==> config.mk <==
export PLATFORM = sky130hd
export DESIGN_NAME = matrix_write_arbiter
export DESIGN_NICKNAME = d
export VERILOG_FILES = /design/src/rtl/matrix_write_arbiter_pkg.sv /design/src/rtl/matrix_write_arbiter_rr_arbiter.sv /design/src/rtl/matrix_write_arbiter.sv
export SDC_FILE = /design/constraint.sdc
export NUM_CORES = 1
export LEC_CHECK = 0
export BUFFER_PORTS_ARGS = -buffer_cell sky130_fd_sc_hd__buf_2
export CAP_MARGIN = 10
export CORE_ASPECT_RATIO = 1.1
export CORE_MARGIN = 5
export CORE_UTILIZATION = 49
export CTS_BUF_LIST = sky130_fd_sc_hd__clkbuf_16
export CTS_CLUSTER_DIAMETER = 30
export DETAILED_ROUTE_END_ITERATION = 12
export GPL_TIMING_DRIVEN = 0
export PLACE_DENSITY_LB_ADDON = 0.08
export SLEW_MARGIN = 20
export SYNTH_ARGS = -nofsm -noshare
export SYNTH_HDL_FRONTEND = slang
export SYNTH_SLANG_ARGS = --single-unit
==> constraint.sdc <==
create_clock -name inter_refclk -period 5.9 [get_ports inter_refclk]
set_clock_uncertainty 0.1 [all_clocks]
set_input_delay 0.295 -clock inter_refclk [delete_from_list [all_inputs] [get_ports inter_refclk]]
set_output_delay 0.295 -clock inter_refclk [all_outputs]
set_load 0.02 [all_outputs]
==> src/rtl/matrix_write_arbiter_pkg.sv <==
// Shared types and helpers for the matrix write arbiter: FSM state encoding,
// default matrix geometry and the row/column flattening used for the written bitmap.
package matrix_arb_pkg;

  localparam int DEF_SIZE_A = 32;
  localparam int DEF_SIZE_B = 32;
  localparam int TOTAL      = DEF_SIZE_A * DEF_SIZE_B;

  typedef enum logic [1:0] {
    IDLE,
    ARB,
    DRAIN,
    DONE
  } arb_state_t;

  // size_b lets a parameterised instance use its own column count.
  function automatic int unsigned flat_addr(input int unsigned row,
                                            input int unsigned col,
                                            input int unsigned size_b = DEF_SIZE_B);
    return row * size_b + col;
  endfunction

endpackage

==> src/rtl/matrix_write_arbiter_rr_arbiter.sv <==
// Combinational round-robin picker: the first requester above last_grant wins,
// wrapping around; the grant is one-hot and its index is returned alongside.
module rr_arbiter #(
  parameter int NUM_LANES = 4
) (
  input  logic [NUM_LANES-1:0]         req,
  input  logic [$clog2(NUM_LANES)-1:0] last_grant,
  output logic [NUM_LANES-1:0]         grant,
  output logic [$clog2(NUM_LANES)-1:0] grant_idx
);

  localparam int IW = $clog2(NUM_LANES);

  logic [IW-1:0] idx;

  // Walk from the farthest candidate to the nearest so the nearest overwrites.
  always_comb begin
    grant     = '0;
    grant_idx = '0;
    idx       = '0;
    for (int k = NUM_LANES; k >= 1; k--) begin
      idx = IW'((32'(last_grant) + 32'(k)) % NUM_LANES);
      if (req[idx]) begin
        grant      = '0;
        grant[idx] = 1'b1;
        grant_idx  = idx;
      end
    end
  end

endmodule

==> src/rtl/matrix_write_arbiter.sv <==
// Shares the compiler's single element-write port between compute lanes (round robin),
// counts forwarded elements and sequences completion. Optional macro ARB_DUP_CHECK_EN adds a duplicate-address filter.
module matrix_write_arbiter
  import matrix_arb_pkg::*;
#(
  parameter int NUM_LANES        = 4,
  parameter int MAX_ELEMENT_SIZE = 8,
  parameter int MAX_SIZE_A       = 32,
  parameter int MAX_SIZE_B       = 32
) (
  input  logic                                      inter_refclk,
  input  logic                                      rst,
  input  logic                                      start,
  input  logic [NUM_LANES-1:0]                      lane_valid,
  input  logic [NUM_LANES*$clog2(MAX_SIZE_A)-1:0]   lane_row,
  input  logic [NUM_LANES*$clog2(MAX_SIZE_B)-1:0]   lane_col,
  input  logic [NUM_LANES*MAX_ELEMENT_SIZE-1:0]     lane_element,
  output logic [NUM_LANES-1:0]                      lane_ready,
  input  logic                                      compile_done,
  output logic                                      wr_valid,
  output logic [$clog2(MAX_SIZE_A)-1:0]             wr_row_addr,
  output logic [$clog2(MAX_SIZE_B)-1:0]             wr_col_addr,
  output logic [MAX_ELEMENT_SIZE-1:0]               wr_element,
  output logic                                      busy,
  output logic                                      done,
  output logic [$clog2(MAX_SIZE_A*MAX_SIZE_B):0]    elem_count,
  output logic                                      dup_err
);

  localparam int RW = $clog2(MAX_SIZE_A);
  localparam int CW = $clog2(MAX_SIZE_B);
  localparam int EW = MAX_ELEMENT_SIZE;
  localparam int IW = $clog2(NUM_LANES);
  localparam int T  = MAX_SIZE_A * MAX_SIZE_B;
  localparam int NW = $clog2(T) + 1;

  arb_state_t           state, state_nxt;
  logic [IW-1:0]        last_grant;
  logic [NUM_LANES-1:0] grant_p0;
  logic [IW-1:0]        grant_idx_p0;
  logic                 acc_p0, dup_p0, fwd_p0;
  logic [RW-1:0]        row_p0;
  logic [CW-1:0]        col_p0;
  logic [EW-1:0]        elem_p0;

  rr_arbiter #(.NUM_LANES(NUM_LANES)) u_rr (
    .req        (lane_valid),
    .last_grant (last_grant),
    .grant      (grant_p0),
    .grant_idx  (grant_idx_p0)
  );

  // Stage p0: arbitration and selection of the winning lane's fields
  assign lane_ready = (state == ARB) ? grant_p0 : '0;
  assign acc_p0     = (state == ARB) && (|grant_p0);
  assign row_p0     = lane_row[grant_idx_p0*RW +: RW];
  assign col_p0     = lane_col[grant_idx_p0*CW +: CW];
  assign elem_p0    = lane_element[grant_idx_p0*EW +: EW];
  assign fwd_p0     = acc_p0 && !dup_p0;

`ifdef ARB_DUP_CHECK_EN
  localparam int AW = $clog2(T);
  logic [T-1:0]  written;
  logic [AW-1:0] addr_p0;

  assign addr_p0 = AW'(flat_addr(32'(row_p0), 32'(col_p0), MAX_SIZE_B));
  assign dup_p0  = written[addr_p0];

  always_ff @(posedge inter_refclk or posedge rst) begin
    if (rst) begin
      written <= '0;
      dup_err <= 1'b0;
    end else if (state == IDLE && start) begin
      written <= '0;
      dup_err <= 1'b0;
    end else if (acc_p0) begin
      if (dup_p0) dup_err <= 1'b1;
      else        written[addr_p0] <= 1'b1;
    end
  end
`else
  assign dup_p0  = 1'b0;
  assign dup_err = 1'b0;
`endif

  always_comb begin
    state_nxt = state;
    unique case (state)
      IDLE:    if (start) state_nxt = ARB;
      ARB:     if (fwd_p0 && elem_count == NW'(T - 1)) state_nxt = DRAIN;
      DRAIN:   if (compile_done) state_nxt = DONE;
      DONE:    state_nxt = IDLE;
      default: state_nxt = IDLE;
    endcase
  end

  always_ff @(posedge inter_refclk or posedge rst) begin
    if (rst) state <= IDLE;
    else     state <= state_nxt;
  end

  assign busy = (state == ARB) || (state == DRAIN);
  assign done = (state == DONE);

  // Stage p1: registered write port and element count
  always_ff @(posedge inter_refclk or posedge rst) begin
    if (rst) begin
      wr_valid    <= 1'b0;
      wr_row_addr <= '0;
      wr_col_addr <= '0;
      wr_element  <= '0;
      elem_count  <= '0;
      last_grant  <= IW'(NUM_LANES - 1);
    end else begin
      wr_valid <= fwd_p0;
      if (acc_p0) last_grant <= grant_idx_p0;
      if (fwd_p0) begin
        wr_row_addr <= row_p0;
        wr_col_addr <= col_p0;
        wr_element  <= elem_p0;
      end
      if (state == IDLE && start)
        elem_count <= '0;
      else if (fwd_p0 && elem_count != NW'(T))
        elem_count <= elem_count + 1'b1;
    end
  end

endmodule

==> results of run 1 <==
[routing by layer]
metal	track usage [%]	share of wire (%)	vias to the layer above
met5	0	0	-
met4	6.54	1.5	0
met3	5.03	6.7	10
met2	31.9	49	89
met1	22.7	43	1158
li1	-	-	1239
[logic make-up after synthesis]
logic type / count (synthesis)
simple gates: 58
other cells: 1
mux: 89
fa+ha+maj: 14
xor+xnor: 5
compound gates: 41
buf+inv: 31
flops: 34
[power by group through the flow]
stage	registers [mW]	logic, mW	clock network [mW]
finish	0.464	1.98	0.243
global route	0.479	2.15	0.257
CTS	0.463	2.00	0.247
detailed placement	0.461	2.00	0
global placement	0.462	1.95	0
floorplan	0.571	1.45	0
[registers in the layout (all words and copies together), names as in the netlist]
register / cells
state: 2
wr_row_addr: 5
last_grant: 2
wr_col_addr: 5
wr_valid: 1
wr_element: 8
elem_count: 11
[cell type report]
type / count / area, sq um
buffer: 19 / 105
clock buffer: 5 / 125
clock inverter: 3 / 12.5
fill: 514 / 2080
inverter: 12 / 45.0
multi-input combinational: 208 / 1860
sequential: 34 / 853
tap: 77 / 96.3
timing repair buffer: 111 / 556
[worst max-delay path, cell delays in order (launching register included)]
cell	delay (ns)
dfstp_2	0.57
buf_6	0.15
clkbuf_1	0.27
inv_1	0.23
ha_1	0.33
clkbuf_1	0.35
mux4_2	0.48
a221o_1	0.30
a221o_1	0.28
a222oi_1	0.93
a21oi_2	0.30
buf_6	0.25
mux2_4	0.30
[worst max path at each step]
| stage | to | cells after the start | slack, ns |
|---|---|---|---|
| detailed placement | wr_row_addr[4]$_DFFE_PP0P_ | 12 | 1.04 |
| global route | wr_element[2]$_DFFE_PP0P_ | 12 | 0.68 |
| global placement | wr_element[6]$_DFFE_PP0P_ | 12 | 1.04 |
| floorplan | wr_col_addr[4]$_DFFE_PP0P_ | 12 | 1.68 |
| CTS | wr_element[4]$_DFFE_PP0P_ | 12 | 1.03 |
| finish | wr_element[6]$_DFFE_PP0P_ | 12 | 0.96 |
[per-stage QoR]
stage | std cells | cell area (sq um) | total power, mW | util, % | hold WS (ns)
after floorplan | 273 | 2860 | 2.03 | - | 0.335
after global placement | 461 | 3510 | 2.41 | 61.3 | 0.388
after detailed placement | 461 | 3510 | 2.46 | 61.3 | 0.352
after CTS | 469 | 3650 | 2.71 | 63.7 | 0.0617
after global routing | 469 | 3650 | 2.89 | 63.7 | 0.110
final | 469 | 3650 | 2.69 | 63.7 | 0.0317
[synthesized netlist by cell type (all sizes together) (2+ instances only)]
cell and n:
xnor2 5, nand3 4, nand2b 10, a222oi 2
dfrtp 32, a21oi 10, ha 14, a221oi 3
nand2 11, o22a 3, mux2 21, o22ai 4
a211o 2, nor4 2, nor2b 3, inv 12
and2 6, a22oi 2, a31o 2, dfstp 2
mux4 4, and3 5, mux2i 64, a221o 5
buf 11, nor2 12, clkbuf 8, a41o 2
nand4 2
==> results_dict.tcl, run 1 <==
set metrics [dict create \
    status "completed" \
    clockBufferDepth 2 \
    tns_ns 0 \
    layout_setup_ws_ns 0.964 \
    fin_nets 485 \
    rrSetupSlack_ns 0.96 \
    synth_edf_count 0 \
    grt_pass1_vias 2527 \
    finalSetupViolations 0 \
    synth_cells 273 \
    synth.distinct_cells 45 \
    wl_per_cell_um 15.2 \
    wirelength_um 7130 \
    clk_pin_slew_ns 0.05 \
    rsz0062_at_grt "false" \
    dr_total_vias 2496 \
    cts_tree "yes" \
    timing.rr.end "wr_element[6]$_DFFE_PP0P_" \
    first_pass_iters 4 \
    max_clock_freq_ghz 0.203 \
    async_flop_share_pct 100 \
    drt-initial-drc-count 75 \
    synthSimpleGateAreaFrac_pct 10.6 \
    p_sw_mw 1.20 \
    cp_max_fo 10 \
    synthAdderAreaFrac_pct 6.12 \
    cts_resized 0 \
    yosysTopAreaCell "dfrtp_1" \
    track_usage_pct 18.7 \
    grt_antenna_before_repair 0 \
    clock_latency_ns 0.27 \
    htreeDepth 2 \
    syn_avg_cell_area_sq_um 10.5 \
    cp-end-kind "register" \
    post-route-min-period_ns 4.94 \
    final_common_cell "buf_2" \
    arrival_ns 4.99 \
    hp-class "in -> async" \
    vdd_drop_max_mv 0.629 \
    power_frac_comb_pct 73.7 \
    ant_nets 0 \
    seqPwrFrac_pct 17.2 \
    fp.dieArea_sq_mm 0.00747 \
    drv_cap 0 \
    internal-power_mw 1.49 \
    dp.final_hpwl_um 5520 \
    cts_sinks 34 \
    grt_pass1_wl_um 11800 \
    drive_above_1_share_pct 40.3 \
    area.growth.synth_to_final_pct 27.6 \
    io_buffers 111 \
    swShare_pct 44.7 \
    hold_buffers 0 \
    die_h_um 90.2 \
    p_per_area_mw_per_mm2 736 \
    synth_top_family_by_area "multiplexers" \
    cp.required_ns 5.96 \
    tightest_slew_ns 1.07 \
    leakage_nw 1.96 \
    critPathLaunchType "register" \
    synth_warnings 0 \
    clockPowerShare_pct 9.0 \
    diodes 0 \
    crit_start "last_grant[0]$_DFFE_PP1P_" \
    pin_count 117 \
    synthTopCellsByArea "dfrtp_1, mux2i_1, mux2_4" \
    ys_seq_area_share_pct 29.8 \
    start_util_pct 49.9 \
    fp-row-count 29 \
    synth_top_flop_cell "dfrtp_1" \
    slew_viol_final 0 \
    synth_top_area_share_pct 28.0 \
    crit_type "reg -> reg" \
    post_cts_buffers 0 \
    yosys.area_share.xor_xnor_pct 1.53 \
    cts_root_buf "clkbuf_16" \
    final_hold_viol_count 0 \
    syn_area_sq_mm 0.00286 \
    gp_congestion 0.881 \
    rr_worst_depth 12 \
    vias_per_cell 5.32 \
    die_w_um 82.9 \
    ys_ff_latch 34 \
    cts_buffers 5 \
    muxShareOfSynthArea_pct 35.6 \
    core_sq_mm 0.00573 \
    synth-compound-area-share_pct 10.9 \
    drc 0 \
    synth_fp_nets 367 \
    layout_common_cells "buf_2, mux2i_1, dfrtp_1" \
    slew_headroom_pct 28.9 \
    grt_max_degree 35 \
    pre_cts_ws_ns 1.04 \
    reg2reg_from "last_grant[0]$_DFFE_PP1P_" \
    finalCritPeriodShare_pct 83.7 \
    grt_overflow_total 0 \
]
Power figures use the tool's default switching activity.
==> run 2, diff against run 1 <==
- ABC_AREA: not set -> 1
- clock period: 5.9 -> 4.8 ns (I/O delays scaled with it)
==> run 2 against run 1 <==
  * Clock power increased by 72%
  * Power increased by 22%
  * Critical path depth increased by 2
  * Highest routed layer unchanged
  * Sequential cell count unchanged
  * Critical endpoint is now wr_element[3]$_DFFE_PP0P_
  * Largest power group unchanged
  * Critical path type unchanged
==> results_dict.tcl, run 2 <==
set metrics [dict create \
    drt-initial-drc-count 154 \
    regMostFlops "elem_count" \
    grt_max_degree 35 \
    internal-power_mw 1.53 \
    cp.required_ns 4.86 \
    tns_ns 0 \
    post-route-min-period_ns 3.07 \
    pre_cts_ws_ns 1.79 \
    synth_edf_count 0 \
    max_clock_freq_ghz 0.326 \
    layout_common_cells "buf_2, nand2_1, o21ai_0" \
    synth_top_area_share_pct 28.2 \
    die_w_um 82.5 \
    cp-end-kind "register" \
    critPathLaunchType "register" \
    pin_count 117 \
    vdd_drop_max_mv 0.480 \
    cp_max_fo 11 \
    synthTopCellsByCount "nand2_1, o21ai_0, nor2_1" \
    async_flop_share_pct 100 \
    seqPwrFrac_pct 15.1 \
    arrival_ns 3.13 \
    track_usage_pct 21.3 \
    synth_top_family_by_area "simple AND/OR/NAND/NOR gates" \
    area.growth.synth_to_final_pct 30.9 \
    final_hold_viol_count 0 \
    drc 0 \
    final_common_cell "buf_2" \
    gp_congestion 0.859 \
    fp.dieArea_sq_mm 0.00741 \
    grt_overflow_total 0 \
    cts_sinks 34 \
    synth-compound-area-share_pct 12.1 \
    utilization_pct 65.1 \
    ys_seq_area_share_pct 30.1 \
    largest_reg_flops 11 \
    wl_per_cell_um 13.6 \
    tightest_slew_ns 0.693 \
    synthTopCellsByArea "dfrtp_1, nand2_1, o21ai_0" \
    total_power_mw 3.29 \
    finalSetupViolations 0 \
    ys_ff_latch 34 \
    core_sq_mm 0.00570 \
    grt_antenna_before_repair 0 \
    status "completed" \
    p_per_area_mw_per_mm2 887 \
    syn_avg_cell_area_sq_um 6.77 \
    largest_registers "elem_count: 11 flops, wr_element: 8 flops" \
    wirelength_um 8440 \
    synth_fp_nets 513 \
    synth_most_common_cell "nand2_1" \
    vias_per_cell 5.06 \
    rsz0062_at_grt "false" \
    dr_total_vias 3139 \
    layout_setup_ws_ns 1.73 \
    synthAdderAreaFrac_pct 6.18 \
    muxShareOfSynthArea_pct 0 \
    synthSimpleGateAreaFrac_pct 38.3 \
    synth_warnings 0 \
    clk_pin_slew_ns 0.06 \
    post_cts_buffers 0 \
    crit_type "reg -> reg" \
    clock_latency_ns 0.28 \
    grt_pass1_wl_um 12700 \
    yosysTopAreaCell "dfrtp_1" \
    cts_buffers 5 \
    start_util_pct 49.8 \
    synth_top_flop_cell "dfrtp_1" \
    ant_nets 0 \
    p_sw_mw 1.76 \
    swShare_pct 53.5 \
    hold_slack_ns 0.230 \
    power_frac_comb_pct 72.2 \
    fp-row-count 29 \
    leakage_nw 2.10 \
    synth_cells 419 \
    cts_tree "yes" \
    dp.final_hpwl_um 6400 \
    slew_viol_final 0 \
    io_buffers 115 \
    htreeDepth 2 \
    grt_pass1_vias 2873 \
    yosys.area_share.xor_xnor_pct 2.47 \
    slew_headroom_pct 53.7 \
    hold_buffers 1 \
    drive_above_1_share_pct 31.7 \
    cts_root_buf "clkbuf_16" \
    clockBufferDepth 2 \
    fin_nets 636 \
    first_pass_iters 4 \
    cts_resized 0 \
    finalCritPeriodShare_pct 64.0 \
    synth.distinct_cells 36 \
    syn_area_sq_mm 0.00284 \
    clockPowerShare_pct 12.7 \
    hp-class "in -> reg" \
    diodes 0 \
    drv_cap 0 \
    die_h_um 89.8 \
]
==> run 2: worst max-delay path, cell delays in order (launching register included) <==
cell	delay, ns
dfstp_2	0.68
inv_4	0.12
ha_1	0.39
inv_1	0.09
nand3_1	0.12
nand2_2	0.09
a22oi_1	0.15
nand2_1	0.07
nand2_1	0.06
nand2_1	0.10
inv_2	0.14
clkbuf_1	0.39
o21ai_0	0.26
nand2_1	0.13
nand2_1	0.06
==> run 2: per-stage QoR <==
stage | cells | instance area (sq um)
after floorplan | 419 | 2840
after global placement | 611 | 3510
after detailed placement | 611 | 3510
after CTS | 620 | 3710
after global routing | 620 | 3710
final | 620 | 3710
==> run 2: area by class of cell <==
cell class | count | area, sq um
clock inverters | 3 | 68.8
clock buffers | 5 | 125
flip-flops and latches | 34 | 853
repair buffers | 116 | 586
inverters | 45 | 176
multi-input cells | 321 | 1680
well taps | 77 | 96.3
plain buffers | 19 | 128
fillers | 558 | 1990
==> run 2: cell families after synthesis <==
kind of cell	after synthesis
AND/OR/NAND/NOR	232
AO/OA/AOI/OAI	66
buffers and inverters	64
flip-flops	34
adder cells (fa/ha/maj)	14
XOR/XNOR	8
other	1
==> run 2: power groups by stage <==
stage / Sequential (mW) / Clock, mW / Combinational [mW]
6_report: 0.497 / 0.417 / 2.38
5_1_grt: 0.506 / 0.437 / 2.64
4_1_cts: 0.495 / 0.421 / 2.40
3_5_place_dp: 0.497 / 0 / 2.38
3_3_place_gp: 0.493 / 0 / 2.35
2_1_floorplan: 0.589 / 0 / 1.67
==> run 2: path summary, 6_finish.rpt <==
check | start | to | slack [ns] | cells after the start
setup / recovery | last_grant[0]$_DFFE_PP1P_ | wr_element[3]$_DFFE_PP0P_ | 1.73 | 14
hold / removal | lane_col[12] | wr_col_addr[2]$_DFFE_PP0P_ | 0.23 | 5
setup reg to reg | last_grant[0]$_DFFE_PP1P_ | wr_element[3]$_DFFE_PP0P_ | 1.73 | 14
hold reg to reg | wr_row_addr[4]$_DFFE_PP0P_ | wr_row_addr[4]$_DFFE_PP0P_ | 0.37 | 2
max in group asynchronous | rst | wr_element[6]$_DFFE_PP0P_ | 3.63 | 3
min in group asynchronous | rst | wr_valid$_DFF_PP0_ | 0.52 | 3
==> run 2: per-layer routing <==
layer	global-route usage [%]	part of all wire [%]
met5	0	0
met4	3.68	1.2
met3	5.40	8.4
met2	38.9	50
met1	24.5	40
==> run 3, diff against run 2 <==
- clock period: 4.8 -> 3.1 ns (I/O delays scaled with it)
==> run 3 against run 2 <==
  * Via count about the same
  * First-iteration DRC count increased by 7.1%
  * Register-to-register slack got worse by 1.5 ns
  * Critical path type unchanged
  * Largest cell class unchanged
  * Highest routed layer unchanged
==> results_dict.tcl, run 3 (synthesis gave the netlist of run 2 again) <==
set metrics [dict create \
    gp_congestion 0.859 \
    first_pass_iters 4 \
    fp-row-count 29 \
    rsz0062_at_grt "false" \
    place_inst 611 \
    finalCritPeriodShare_pct 91.7 \
    core_sq_mm 0.00570 \
    grt_overflow_total 0 \
    arrival_ns 2.96 \
    p_per_area_mw_per_mm2 1380 \
    wirelength_um 8530 \
    layout.cells.non_filler 624 \
    cts_root_buf "clkbuf_16" \
    dpl-instance-area_sq_mm 0.00351 \
    drv_cap 0 \
    leakage_nw 2.12 \
    crit_start "last_grant[1]$_DFFE_PP1P_" \
    hp-class "in -> reg" \
    min_from "lane_col[14]" \
    grt_max_degree 35 \
    grt_pass1_vias 2873 \
    start_util_pct 49.8 \
    fin_nets 640 \
    diodes 0 \
    hold_slack_ns 0.144 \
    tightest_slew_ns 0.691 \
    regArea_sq_um 853 \
    drc 0 \
    drt-initial-drc-count 165 \
    final_hold_viol_count 0 \
    vias_per_cell 5.03 \
    ant_nets 0 \
    largest_reg_flops 11 \
    cts_sinks 34 \
    wl_per_cell_um 13.7 \
    layout_common_cells "buf_2, nand2_1, nor2_1" \
    reg2reg_from "last_grant[1]$_DFFE_PP1P_" \
    cts_buffers 5 \
    io_buffers 115 \
    status "completed" \
    area.growth.synth_to_final_pct 32.4 \
    largest_registers "elem_count: 11 flops, wr_element: 8 flops" \
    fp.dieArea_sq_mm 0.00741 \
    cp.required_ns 3.21 \
    grt_pass1_wl_um 12700 \
    pin_count 117 \
    regMostFlops "elem_count" \
    crit_type "reg -> reg" \
    die_w_um 82.5 \
    clock_latency_ns 0.27 \
    finalSetupViolations 0 \
    track_usage_pct 21.3 \
    cp-end-kind "register" \
    htreeDepth 2 \
    cts_tree "yes" \
    cp_max_fo 10 \
    tns_ns 0 \
    die_h_um 89.8 \
    multi_input_area_sq_mm 0.00169 \
    clockBufferDepth 2 \
    dr_total_vias 3140 \
    nFillCells 552 \
    final_common_cell "buf_2" \
    vdd_drop_max_mv 0.741 \
    critPathLaunchType "register" \
    final_area_sq_mm 0.00375 \
    utilization_pct 65.9 \
    slew_headroom_pct 53.9 \
    max_clock_freq_ghz 0.352 \
    clk_pin_slew_ns 0.06 \
    slew_viol_final 0 \
    grt_antenna_before_repair 0 \
    post-route-min-period_ns 2.84 \
    dp.final_hpwl_um 6400 \
    drive_above_1_share_pct 32.5 \
]
==> run 3: cell types whose count changed in the layout (fill, tap and decap cells not counted), sizes merged <==
cell / previous run / this run
buf: 130 / 135
clkbuf: 9 / 8
==> run 3: timing repair <==
item | CTS | global route
hold buffers | 1 | 0
endpoints found under the hold margin | 32 | 0
buffers inserted | 0 | 4
setup endpoints to repair | 0 | 8
resized for setup | 0 | 7
==> run 3: metal layers <==
layer,routed length [um],global-route usage (%),vias to the layer above
met5,0,0,-
met4,96,3.68,0
met3,692,5.40,8
met2,4270,38.9,95
met1,3470,24.5,1434
li1,-,-,1603
==> run 3: where the power goes <==
| part | leakage [nW] | switching, mW | total, mW | internal (mW) |
|---|---|---|---|---|
| clock network | 0.0940 | 0.184 | 0.646 | 0.462 |
| registers | 0.434 | 0.127 | 0.760 | 0.633 |
| logic | 1.60 | 2.45 | 3.78 | 1.33 |
==> run 3: final cells by class <==
| cell class | instances | area share [%] |
|---|---|---|
| plain buffers | 19 | 3.43 |
| clock buffers | 5 | 3.33 |
| clock inverters | 3 | 1.83 |
| inverters | 45 | 4.70 |
| multi-input cells | 321 | 45.0 |
| flip-flops and latches | 34 | 22.7 |
| well taps | 77 | 2.57 |
| repair buffers | 120 | 16.4 |
==> run 3: through the flow <==
step                      power, mW  setup WS (ns)
after floorplan                3.50          0.633
after global placement         4.40         0.0686
after detailed placement       4.45         0.0867
after CTS                      5.13         0.0318
after global routing           5.64         0.0495
final                          5.19          0.257
==> run 3: final timing paths <==
kind | endpoint | slack (ns) | depth (start not counted)
min in group asynchronous | wr_valid$_DFF_PP0_ | 0.43 | 3
worst max-delay path | wr_element[3]$_DFFE_PP0P_ | 0.26 | 14
worst min-delay path | wr_col_addr[4]$_DFFE_PP0P_ | 0.14 | 5
worst min register to register | wr_element[4]$_DFFE_PP0P_ | 0.37 | 2
worst max register to register | wr_element[3]$_DFFE_PP0P_ | 0.26 | 14
max in group asynchronous | wr_element[6]$_DFFE_PP0P_ | 2.02 | 3
==> run 3: worst max-delay path: stages (launching register included) <==
cell     delay (ns)
dfstp_2        0.62
inv_1          0.19
ha_4           0.34
inv_1          0.06
nand3_1        0.11
nand2_2        0.09
nor2_2         0.20
o21ai_1        0.10
nand2_2        0.15
buf_2          0.23
or2_1          0.12
o21ai_0        0.08
o21ai_1        0.22
nand2_1        0.10
nand2_1        0.08
